$ cat src/rtl/vga_fb_pkg.sv
// Shared definitions for the frame-buffer scan-out reader: FSM state codes,
// default raster geometry and the layout of a prefetch FIFO entry.
package vga_fb_pkg;

    localparam int unsigned DEF_H_ACTIVE = 640;
    localparam int unsigned DEF_V_ACTIVE = 480;

    // FSM state encoding (IDLE / RUN / DRAIN)
    localparam logic [1:0] ST_IDLE  = 2'd0;
    localparam logic [1:0] ST_RUN   = 2'd1;
    localparam logic [1:0] ST_DRAIN = 2'd2;

    // Pixel flags; a FIFO entry is {pix_flags_t, data}, flags above the data
    typedef struct packed {
        logic eof;
        logic eol;
        logic sof;
    } pix_flags_t;

    localparam int unsigned FLAG_BITS = $bits(pix_flags_t);

endpackage

$ cat src/rtl/vga_fb_if.sv
// Frame-buffer reader bus: frame request, memory read port and pixel stream.
//   master : the reader (drives memory address and pixel stream)
//   slave  : control / memory / consumer side
interface vga_fb_if #(
    parameter int unsigned DATA_WIDTH = 32,
    parameter int unsigned ADDR_WIDTH = 32
);
    logic                  start;
    logic [ADDR_WIDTH-1:0] base_addr;
    logic [ADDR_WIDTH-1:0] mem_addr_out;
    logic [DATA_WIDTH-1:0] mem_data_in;
    logic [DATA_WIDTH-1:0] pix_data;
    logic                  pix_valid;
    logic                  pix_ready;
    logic                  pix_sof;
    logic                  pix_eol;
    logic                  pix_eof;
    logic                  busy;
    logic                  frame_done;

    modport master (
        input  start, base_addr, mem_data_in, pix_ready,
        output mem_addr_out, pix_data, pix_valid, pix_sof, pix_eol, pix_eof,
               busy, frame_done
    );

    modport slave (
        output start, base_addr, mem_data_in, pix_ready,
        input  mem_addr_out, pix_data, pix_valid, pix_sof, pix_eol, pix_eof,
               busy, frame_done
    );
endinterface

$ cat src/rtl/vga_fb_fifo.sv
// Prefetch FIFO for the scan-out reader. Register storage, head visible
// without a pop. Caller never pushes when full unless it also pops.
//   clk, reset : clock, synchronous active-high reset (empties, zeroes storage)
//   push/push_data, pop : write and read strobes
//   head : oldest entry; empty / full : occupancy status
module vga_fb_fifo #(
    parameter int unsigned WIDTH = 35,
    parameter int unsigned DEPTH = 4
) (
    input  logic             clk,
    input  logic             reset,
    input  logic             push,
    input  logic [WIDTH-1:0] push_data,
    input  logic             pop,
    output logic [WIDTH-1:0] head,
    output logic             empty,
    output logic             full
);
    localparam int unsigned PW = (DEPTH > 1) ? $clog2(DEPTH) : 1;
    localparam int unsigned CW = $clog2(DEPTH + 1);

    logic [WIDTH-1:0] mem [DEPTH];
    logic [PW-1:0]    wr_ptr;
    logic [PW-1:0]    rd_ptr;
    logic [CW-1:0]    count;

    // Storage and pointers; pointers wrap naturally (DEPTH is a power of two)
    always_ff @(posedge clk) begin
        if (reset) begin
            wr_ptr <= '0;
            rd_ptr <= '0;
            count  <= '0;
            for (int i = 0; i < int'(DEPTH); i++) mem[i] <= '0;
        end else begin
            if (push) begin
                mem[wr_ptr] <= push_data;
                wr_ptr      <= wr_ptr + PW'(1);
            end
            if (pop) rd_ptr <= rd_ptr + PW'(1);
            count <= count + CW'(push) - CW'(pop);
        end
    end

    assign head  = mem[rd_ptr];
    assign empty = (count == '0);
    assign full  = (count == CW'(DEPTH));

endmodule

$ cat src/rtl/vga_fb_reader.sv
// Frame-buffer scan-out reader. On start, reads one frame in raster order
// from base_addr through an asynchronous memory read port, buffers pixels in
// a prefetch FIFO and presents them as a flagged valid/ready stream.
//   clk, reset : clock, synchronous active-high reset
//   bus        : vga_fb_if.master (start/base_addr, memory port, pixel stream,
//                busy, frame_done)
module vga_fb_reader
    import vga_fb_pkg::*;
#(
    parameter int unsigned DATA_WIDTH = 32,
    parameter int unsigned ADDR_WIDTH = 32,
    parameter int unsigned H_ACTIVE   = DEF_H_ACTIVE,
    parameter int unsigned V_ACTIVE   = DEF_V_ACTIVE,
    parameter int unsigned FIFO_DEPTH = 4
) (
    input logic   clk,
    input logic   reset,
    vga_fb_if.master bus
);
    localparam int unsigned TOTAL = H_ACTIVE * V_ACTIVE;
    localparam int unsigned XW    = $clog2(H_ACTIVE + 1);
    localparam int unsigned YW    = $clog2(V_ACTIVE + 1);
    localparam int unsigned IW    = $clog2(TOTAL + 1);
    localparam int unsigned EW    = DATA_WIDTH + FLAG_BITS;

    logic [1:0]            state, state_nxt;
    logic [ADDR_WIDTH-1:0] base_r;
    logic [ADDR_WIDTH-1:0] addr_r;
    logic [XW-1:0]         x;
    logic [YW-1:0]         y;
    logic [IW-1:0]         idx;
    logic                  busy_r;
    logic                  done_r;

    logic                  fifo_full, fifo_empty;
    logic [EW-1:0]         fifo_head;
    pix_flags_t            head_flags;
    pix_flags_t            push_flags;
    logic                  pop, rd_en, push, last_capture, eof_pop;

    assign head_flags = pix_flags_t'(fifo_head[EW-1:DATA_WIDTH]);

    // Read step, flag generation and next-state decode
    always_comb begin
        pop          = !fifo_empty && bus.pix_ready;
        rd_en        = !fifo_full || pop;
        push         = (state == ST_RUN) && rd_en;
        last_capture = push && (x == XW'(H_ACTIVE - 1)) && (y == YW'(V_ACTIVE - 1));
        eof_pop      = pop && head_flags.eof;
        push_flags.sof = (idx == '0);
        push_flags.eol = (x == XW'(H_ACTIVE - 1));
        push_flags.eof = (idx == IW'(TOTAL - 1));
        state_nxt    = state;
        case (state)
            ST_IDLE:  if (bus.start)   state_nxt = ST_RUN;
            ST_RUN:   if (last_capture) state_nxt = ST_DRAIN;
            ST_DRAIN: if (eof_pop)     state_nxt = ST_IDLE;
            default:                   state_nxt = ST_IDLE;
        endcase
    end

    // State register
    always_ff @(posedge clk) begin
        if (reset) state <= ST_IDLE;
        else       state <= state_nxt;
    end

    // Counters, address register and status outputs
    always_ff @(posedge clk) begin
        if (reset) begin
            base_r <= '0;
            addr_r <= '0;
            x      <= '0;
            y      <= '0;
            idx    <= '0;
            busy_r <= 1'b0;
            done_r <= 1'b0;
        end else begin
            busy_r <= (state_nxt != ST_IDLE);
            done_r <= (state == ST_DRAIN) && eof_pop;
            if ((state == ST_IDLE) && bus.start) begin
                base_r <= bus.base_addr;
                addr_r <= bus.base_addr;
                x      <= '0;
                y      <= '0;
                idx    <= '0;
            end else if (push) begin
                idx <= idx + IW'(1);
                if (x == XW'(H_ACTIVE - 1)) begin
                    x <= '0;
                    y <= y + YW'(1);
                end else begin
                    x <= x + XW'(1);
                end
                // Final address is held through DRAIN and IDLE
                if (!last_capture) addr_r <= base_r + ADDR_WIDTH'(idx + IW'(1));
            end
        end
    end

    vga_fb_fifo #(
        .WIDTH (EW),
        .DEPTH (FIFO_DEPTH)
    ) u_fifo (
        .clk       (clk),
        .reset     (reset),
        .push      (push),
        .push_data ({push_flags, bus.mem_data_in}),
        .pop       (pop),
        .head      (fifo_head),
        .empty     (fifo_empty),
        .full      (fifo_full)
    );

    assign bus.mem_addr_out = addr_r;
    assign bus.pix_data     = fifo_head[DATA_WIDTH-1:0];
    assign bus.pix_valid    = !fifo_empty;
    // Flags are qualified so a stale entry never shows a flag
    assign bus.pix_sof      = !fifo_empty && head_flags.sof;
    assign bus.pix_eol      = !fifo_empty && head_flags.eol;
    assign bus.pix_eof      = !fifo_empty && head_flags.eof;
    assign bus.busy         = busy_r;
    assign bus.frame_done   = done_r;

endmodule

$ cat src/flat_wrapper.sv
// flat-port wrapper written by rule: the top's interface ports become plain ports
module vga_fb_reader_flat import vga_fb_pkg::*;
#(
    parameter int unsigned DATA_WIDTH = 32,
    parameter int unsigned ADDR_WIDTH = 32,
    parameter int unsigned H_ACTIVE   = DEF_H_ACTIVE,
    parameter int unsigned V_ACTIVE   = DEF_V_ACTIVE,
    parameter int unsigned FIFO_DEPTH = 4
)
  (clk, reset, bus_start, bus_base_addr, bus_mem_data_in, bus_pix_ready, bus_mem_addr_out, bus_pix_data, bus_pix_valid, bus_pix_sof, bus_pix_eol, bus_pix_eof, bus_busy, bus_frame_done);
  vga_fb_if #(.DATA_WIDTH(DATA_WIDTH), .ADDR_WIDTH(ADDR_WIDTH)) bus_i ();
  input logic clk;
  input logic reset;
  input wire logic [$bits(bus_i.start)-1:0] bus_start;
  input wire logic [$bits(bus_i.base_addr)-1:0] bus_base_addr;
  input wire logic [$bits(bus_i.mem_data_in)-1:0] bus_mem_data_in;
  input wire logic [$bits(bus_i.pix_ready)-1:0] bus_pix_ready;
  output wire logic [$bits(bus_i.mem_addr_out)-1:0] bus_mem_addr_out;
  output wire logic [$bits(bus_i.pix_data)-1:0] bus_pix_data;
  output wire logic [$bits(bus_i.pix_valid)-1:0] bus_pix_valid;
  output wire logic [$bits(bus_i.pix_sof)-1:0] bus_pix_sof;
  output wire logic [$bits(bus_i.pix_eol)-1:0] bus_pix_eol;
  output wire logic [$bits(bus_i.pix_eof)-1:0] bus_pix_eof;
  output wire logic [$bits(bus_i.busy)-1:0] bus_busy;
  output wire logic [$bits(bus_i.frame_done)-1:0] bus_frame_done;
  assign bus_i.start = bus_start;
  assign bus_i.base_addr = bus_base_addr;
  assign bus_i.mem_data_in = bus_mem_data_in;
  assign bus_i.pix_ready = bus_pix_ready;
  assign bus_mem_addr_out = bus_i.mem_addr_out;
  assign bus_pix_data = bus_i.pix_data;
  assign bus_pix_valid = bus_i.pix_valid;
  assign bus_pix_sof = bus_i.pix_sof;
  assign bus_pix_eol = bus_i.pix_eol;
  assign bus_pix_eof = bus_i.pix_eof;
  assign bus_busy = bus_i.busy;
  assign bus_frame_done = bus_i.frame_done;
  vga_fb_reader #(.DATA_WIDTH(DATA_WIDTH), .ADDR_WIDTH(ADDR_WIDTH), .H_ACTIVE(H_ACTIVE), .V_ACTIVE(V_ACTIVE), .FIFO_DEPTH(FIFO_DEPTH)) u_core (.clk(clk), .reset(reset), .bus(bus_i));
endmodule
$ cat config.mk
export PLATFORM = sky130hd
export DESIGN_NAME = vga_fb_reader_flat
export DESIGN_NICKNAME = d
export VERILOG_FILES = /design/src/rtl/vga_fb_pkg.sv /design/src/rtl/vga_fb_if.sv /design/src/rtl/vga_fb_fifo.sv /design/src/rtl/vga_fb_reader.sv /design/src/flat_wrapper.sv
export SDC_FILE = /design/constraint.sdc
export NUM_CORES = 1
export LEC_CHECK = 0
export ABC_CLOCK_PERIOD_IN_PS = 3500
export CAP_MARGIN = 20
export CORE_ASPECT_RATIO = 0.6
export CORE_MARGIN = 2
export CORE_UTILIZATION = 43
export DETAILED_ROUTE_END_ITERATION = 8
export DONT_BUFFER_PORTS = 1
export GPL_ROUTABILITY_DRIVEN = 0
export GPL_TIMING_DRIVEN = 0
export PLACE_DENSITY = 0.6
export REMOVE_ABC_BUFFERS = 1
export SYNTH_ARGS = -nofsm -noshare
export SYNTH_HDL_FRONTEND = slang
export SYNTH_SLANG_ARGS = --single-unit
$ cat constraint.sdc
create_clock -name clk -period 3.5 [get_ports clk]
set_input_delay 0 -clock clk [delete_from_list [all_inputs] [get_ports clk]]
set_output_delay 0 -clock clk [all_outputs]
set_load 0.005 [all_outputs]
# After elaboration in Yosys (flattened, before gate mapping)
# Memory sizes are Yosys's and may differ from the RTL's. A register that Yosys moved wholly into a read port is not among the register bits.
# Index checks and enable logic that the tools add are counted.
dict set report op_classes {
  reduce_logical 22
  eq_ne 7
  add_sub_neg 9
  muxes 18
}
# operator n
set op_table {}
lappend op_table {{2-to-1 mux 32 bit} 3}
lappend op_table {{2-to-1 mux 35 bit} 1}
lappend op_table {{OR reduction 35 bit} 1}
lappend op_table {{adder 32 bit} 1}
lappend op_table {{adder 19 x 1 -> 20 bit, second input constant} 1}
lappend op_table {{adder 19 x 1 -> 19 bit, second input constant} 1}
lappend op_table {{== test 19 bit, second input constant} 1}
lappend op_table {{logical NOT 19 bit} 1}
lappend op_table {{2-to-1 mux 2 bit} 6}
lappend op_table {{adder 10 x 1 -> 10 bit, second input constant} 1}
lappend op_table {{== test 10 bit, second input constant} 1}
lappend op_table {{logical AND 1 bit} 10}
lappend op_table {{2-to-1 mux 10 bit} 1}
lappend op_table {{adder 9 x 1 -> 9 bit, second input constant} 1}
lappend op_table {{== test 9 bit, second input constant} 1}
lappend op_table {{2-to-1 mux 1 bit} 6}
lappend op_table {{one-hot mux 2 bit (3 select lines)} 1}
lappend op_table {{adder 2 x 1 -> 2 bit, second input constant} 2}
lappend op_table {{AND reduction 2 bit} 2}
lappend op_table {{nonzero test 2 bit} 2}
lappend op_table {{adder 3 x 1 -> 3 bit} 1}
lappend op_table {{== test 3 bit, second input constant} 1}
lappend op_table {{logical NOT 3 bit} 1}
lappend op_table {{subtractor 3 x 1 -> 3 bit} 1}
lappend op_table {{7 further kinds} 8}
dict set report word_totals {
  memories 1
  word_cells 68
  output_inout_bits 70
  ramBits 140
  reg_bits 113
  inputBits 68
}
# name words width rd rd_clocked_by_memory_dff wr line_no
set memory_table {}
lappend memory_table {u_core.u_fifo.mem 4 35 1 1 4 vga_fb_fifo.sv:22} ;# logic [WIDTH-1:0] mem [DEPTH];

# Depth between registers and ports, before layout
dict set report logic_depth {
  word_depth 10
  ltp_mapped 15
  mapped_depth_nobuf 15
}

# Cells and area by module
# From an unflattened synthesis, not the netlist that was laid out.
dict set report hier_totals {
  hier_cells 1066
  area_unflattened_um2 12157.9
}
# module instances area_each_um2 cells_each
set modules_own_cells {}
lappend modules_own_cells {vga_fb_fifo 1 6487.5 381}
lappend modules_own_cells {vga_fb_reader 1 5670.4 685}

# Worst setup path before layout
# No wires, ideal clock.
dict set report synth_timing {
  kind {reg2reg}
  start {reg u_core.idx[0]}
  end {reg u_core.addr_r[27] (netlist: u_core.bus.mem_addr_out[27])}
  path_buffers 1
  stages_incl_launch_ff 15
  setup_ns 0.112
  path_slack_ns 0.037
  arrival_ns 3.351
  required_time_ns 3.388
  path_cell_list {dfxtp_1 ha_1 nand3_2 or3_4 nor3_4 and3_1 xor2_1 ha_1 clkbuf_2 nand2_1 or3_1 o2111ai_2 nand2_1 mux2i_1 a2111oi_1}
}
dict set report synth_via {
  elab_chain_cells 5
}
# element line_no
set synth_lines {}
lappend synth_lines {{start: declaration} vga_fb_reader.sv:31} ;# logic [IW-1:0] idx;
lappend synth_lines {{start signal: assignment} vga_fb_reader.sv:88} ;# idx <= idx + IW'(1);
lappend synth_lines {{adder 19 x 1 -> 20 bit} vga_fb_reader.sv:96} ;# if (!last_capture) addr_r <= base_r + ADDR_WIDTH'(idx + IW'(1));
lappend synth_lines {{adder 32 bit} vga_fb_reader.sv:96}
lappend synth_lines {{2-to-1 mux 32 bit} vga_fb_reader.sv:96}
lappend synth_lines {{2-to-1 mux 32 bit} vga_fb_reader.sv:87} ;# end else if (push) begin
lappend synth_lines {{2-to-1 mux 32 bit} vga_fb_reader.sv:81} ;# if ((state == ST_IDLE) && bus.start) begin
lappend synth_lines {{end signal: assignment} vga_fb_reader.sv:83} ;# addr_r <= bus.base_addr;
lappend synth_lines {{end signal: assignment} vga_fb_reader.sv:96}
lappend synth_lines {{end: declaration} vga_fb_reader.sv:28} ;# logic [ADDR_WIDTH-1:0] addr_r;
# No other way between the ends. The select of a mux whose other input is x is not followed.
# A chain may end at the register's enable or synchronous reset.

# Worst setup path in the final report
dict set report layout_timing {
  start {reg u_core.idx[0]}
  end {reg u_core.addr_r[25] (netlist: u_core.bus.mem_addr_out[25])}
}
# The elaborated chain is that of the path after synthesis.

==> flow_metrics.py <==
metrics = {
    "run_status": {
        "outcome": "finished, violations left",
        "violations": "negative hold slack, negative setup slack",
    },
    "cts": {
        "root_buffer": "clkbuf_16",
        "cts_tree": "built",
        "cts_buffers": 26,
        "clk_pin_slew_ns": 0.07,
        "clockBufferDepth": 3,
        "h-tree-depth": 1,
        "clkLatencyLatePin_ns": 0.55,
        "clock_sinks": 255,
    },
    "final_layout": {
        "mostFrequentLayoutCell": "edfxtp_1",
        "post-route-util_pct": 54.36,
        "drive_above_1_share_pct": 15.71,
        "fin_cells": 1635,
        "nets": 1343,
        "final_cell_mix": "edfxtp_1, nand2_1, dfxtp_1, and2_1, dlygate4sd3_1",
        "area_delta_synth_final_pct": 23.11,
    },
    "timing": {
        "slew_headroom_pct": 34.68,
        "hold_ws_ns": -0.4787,
        "skew_ns": 0.009885,
        "tightest_slew_ns": 0.9798,
        "drv_slew": 0,
        "max_freq_mhz": 280.8,
        "setup_slack_ns": -0.06128,
        "final-hold-violation-count": 18,
        "setup_viol": 3,
        "post-route-min-period_ns": 3.561,
        "rsz0062_at_grt": "yes",
        "period_share_pct": 101.8,
    },
    "pwr": {
        "powerDensity_nw_per_um2": 500.0,
        "power.leakage_nw": 5.729,
        "vdd_ir_drop_max_v": 0.0003495,
    },
    "synth": {
        "synth_edf_count": 140,
        "ys_async_sr_fraction_pct": 0,
        "yosysWarnings": 0,
        "post_synth_instance_area_sq_um": 12310,
        "syn_inst": 1142,
        "synthTopCellsByArea": "edfxtp_1, dfxtp_1, mux4_2",
        "yosys_register_bits": 255,
        "synth.largest_area_cell": "edfxtp_1",
        "avgSynthCellArea_sq_um": 10.78,
        "synth_cell_types": 77,
        "ys_seq_area_share_pct": 52.86,
        "synth_top_area_share_pct": 34.16,
        "ys.flop_type": "edfxtp_1",
    },
    "floorplan": {
        "die_w_um": 222.4,
        "dieArea_sq_um": 30040,
        "num_rows": 47,
        "pin_count": 138,
        "start_util_pct": 44.16,
        "core_sq_um": 27870,
        "die_h_um": 135.1,
    },
    "placement": {
        "portBuffers": 0,
        "pre_cts_slack_ns": -1.155,
        "dp.cells": 1449,
        "place_hpwl_mm": 19.53,
    },
    "critical_path": {
        "reg2reg_depth": 14,
        "r2r-end": "u_core.bus.mem_addr_out[25]",
        "reg2reg_setup_slack_ns": -0.06,
        "crit_path_end_kind": "flip-flop",
        "crit_fanout": 4,
        "r2r-start": "u_core.idx[0]",
        "setup.worst_path.start": "u_core.idx[0]",
        "worst-setup-path-type": "reg2reg",
        "crit_required_ns": 3.95,
        "crit_path_start_kind": "flip-flop",
        "crit_end": "u_core.bus.mem_addr_out[25]",
        "crit_arrival_ns": 4.01,
    },
    "global_route": {
        "grt_use_total_pct": 21.58,
        "grt_pass1_vias": 8841,
        "antenna_found_initial": 0,
        "grt_pass1_wl_mm": 50.54,
        "grt_overflow": 0,
        "grt_max_degree": 88,
    },
    "drt": {
        "via_per_inst": 5.505,
        "vias": 9000,
        "drc_errors": 0,
        "ant_nets": 0,
        "first_pass_iters": 5,
        "drtIter0Drc": 645,
        "wl_mm": 32.76,
        "routedWlPerCell_um": 20.04,
    },
    "hold_path": {
        "holdPathStages": 1,
        "hold_path.class": "in2reg",
    },
    "run": {
        "maxCapViolCount": 0,
    },
}
-- cells by family after synthesis --
kind of cell	count (synthesis)	synth area share (%)
AO/OA/AOI/OAI	174	9.251
XOR/XNOR	75	5.337
adder cells (fa/ha/maj)	28	2.968
buffers and inverters	82	2.643
flip-flops	255	52.86
multiplexers	39	6.730
AND/OR/NAND/NOR	489	20.21
-- area by class of cell --
type / count / area [sq um]
clock buffers: 37 / 723.2
fillers: 2466 / 12720
clock inverters: 11 / 130.1
repair buffers: 141 / 1431
diodes: 1 / 2.502
well taps: 367 / 459.2
flip-flops and latches: 255 / 6525
inverters: 14 / 52.55
multi-input cells: 809 / 5828
-- per-layer routing --
metal,GRT usage (%),routed length (um)
met4,4.474,542
met2,31.00,13710
met3,5.157,2331
met1,33.00,16180
met5,0,0
-- registers in the layout, summed over array words and instances (netlist names), 3 cells and up, named ones only --
register	flops
u_core.x	10
u_core.y	9
u_core.u_fifo.mem	140
u_core.bus.mem_addr_out	32
u_core.base_r	32
u_core.u_fifo.count	3
u_core.idx	19
-- power breakdown --
| group | switching, mW | total (mW) | internal, mW |
|---|---|---|---|
| clock | 1.20 | 2.86 | 1.66 |
| sequential | 0.214 | 3.56 | 3.35 |
| combinational | 0.576 | 1.16 | 0.583 |
-- worst max-delay path, stage by stage, from the launching register on --
cell       delay (ns)
dfxtp_4          0.36
ha_4             0.17
nand3_4          0.08
or3_4            0.40
nor3_4           0.24
buf_4            0.15
xor2_1           0.06
ha_2             0.34
nand4_1          0.14
buf_4            0.18
or3_4            0.42
o2111ai_4        0.28
nand3_2          0.13
xor2_2           0.17
a2111oi_2        0.34
-- through the flow --
| step | hold slack (ns) | setup TNS [ns] | instance area [sq um] | power [mW] |
|---|---|---|---|---|
| 2_1_floorplan | 0.06669 | -77.70 | 12040 | 4.261 |
| 3_3_place_gp | 0.07621 | -972.67 | 12490 | 4.586 |
| 3_5_place_dp | 0.07837 | -110.98 | 12710 | 4.620 |
| 4_1_cts | -0.5018 | -0.4166 | 14850 | 7.639 |
| 5_1_grt | -0.4965 | -1.313 | 15150 | 7.897 |
| 6_report | -0.4787 | -0.09838 | 15150 | 7.577 |
-- synth_stat cells (23+ instances only) --
cell type	n
nor2_1	100
mux4_2	35
nor3_1	23
and3_1	41
clkbuf_1	50
dfxtp_1	115
and2_1	101
xnor2_1	36
nand2_1	138
edfxtp_1	140
o21ai_0	29
a21oi_1	69
xor2_1	39
ha_1	26
-- how the worst min path moves through the flow --
stage | start | end | slack (ns)
2_1_floorplan | reset | u_core.u_fifo.count[1] | 0.07
3_3_place_gp | reset | u_core.base_r[27] | 0.08
3_5_place_dp | reset | u_core.base_r[27] | 0.08
4_1_cts | reset | u_core.bus.mem_addr_out[20] | -0.50
5_1_grt | reset | u_core.bus.mem_addr_out[27] | -0.50
6_report | reset | u_core.bus.mem_addr_out[27] | -0.48
-- repair_timing --
item,CTS,global route
resized for setup,33,42
gates cloned,3,1
endpoints found under the hold margin,208,19
setup buffers,25,13
setup endpoints to repair,207,81
hold buffers,95,1
pin swaps,23,31
(Power assumes the default switching activity.)
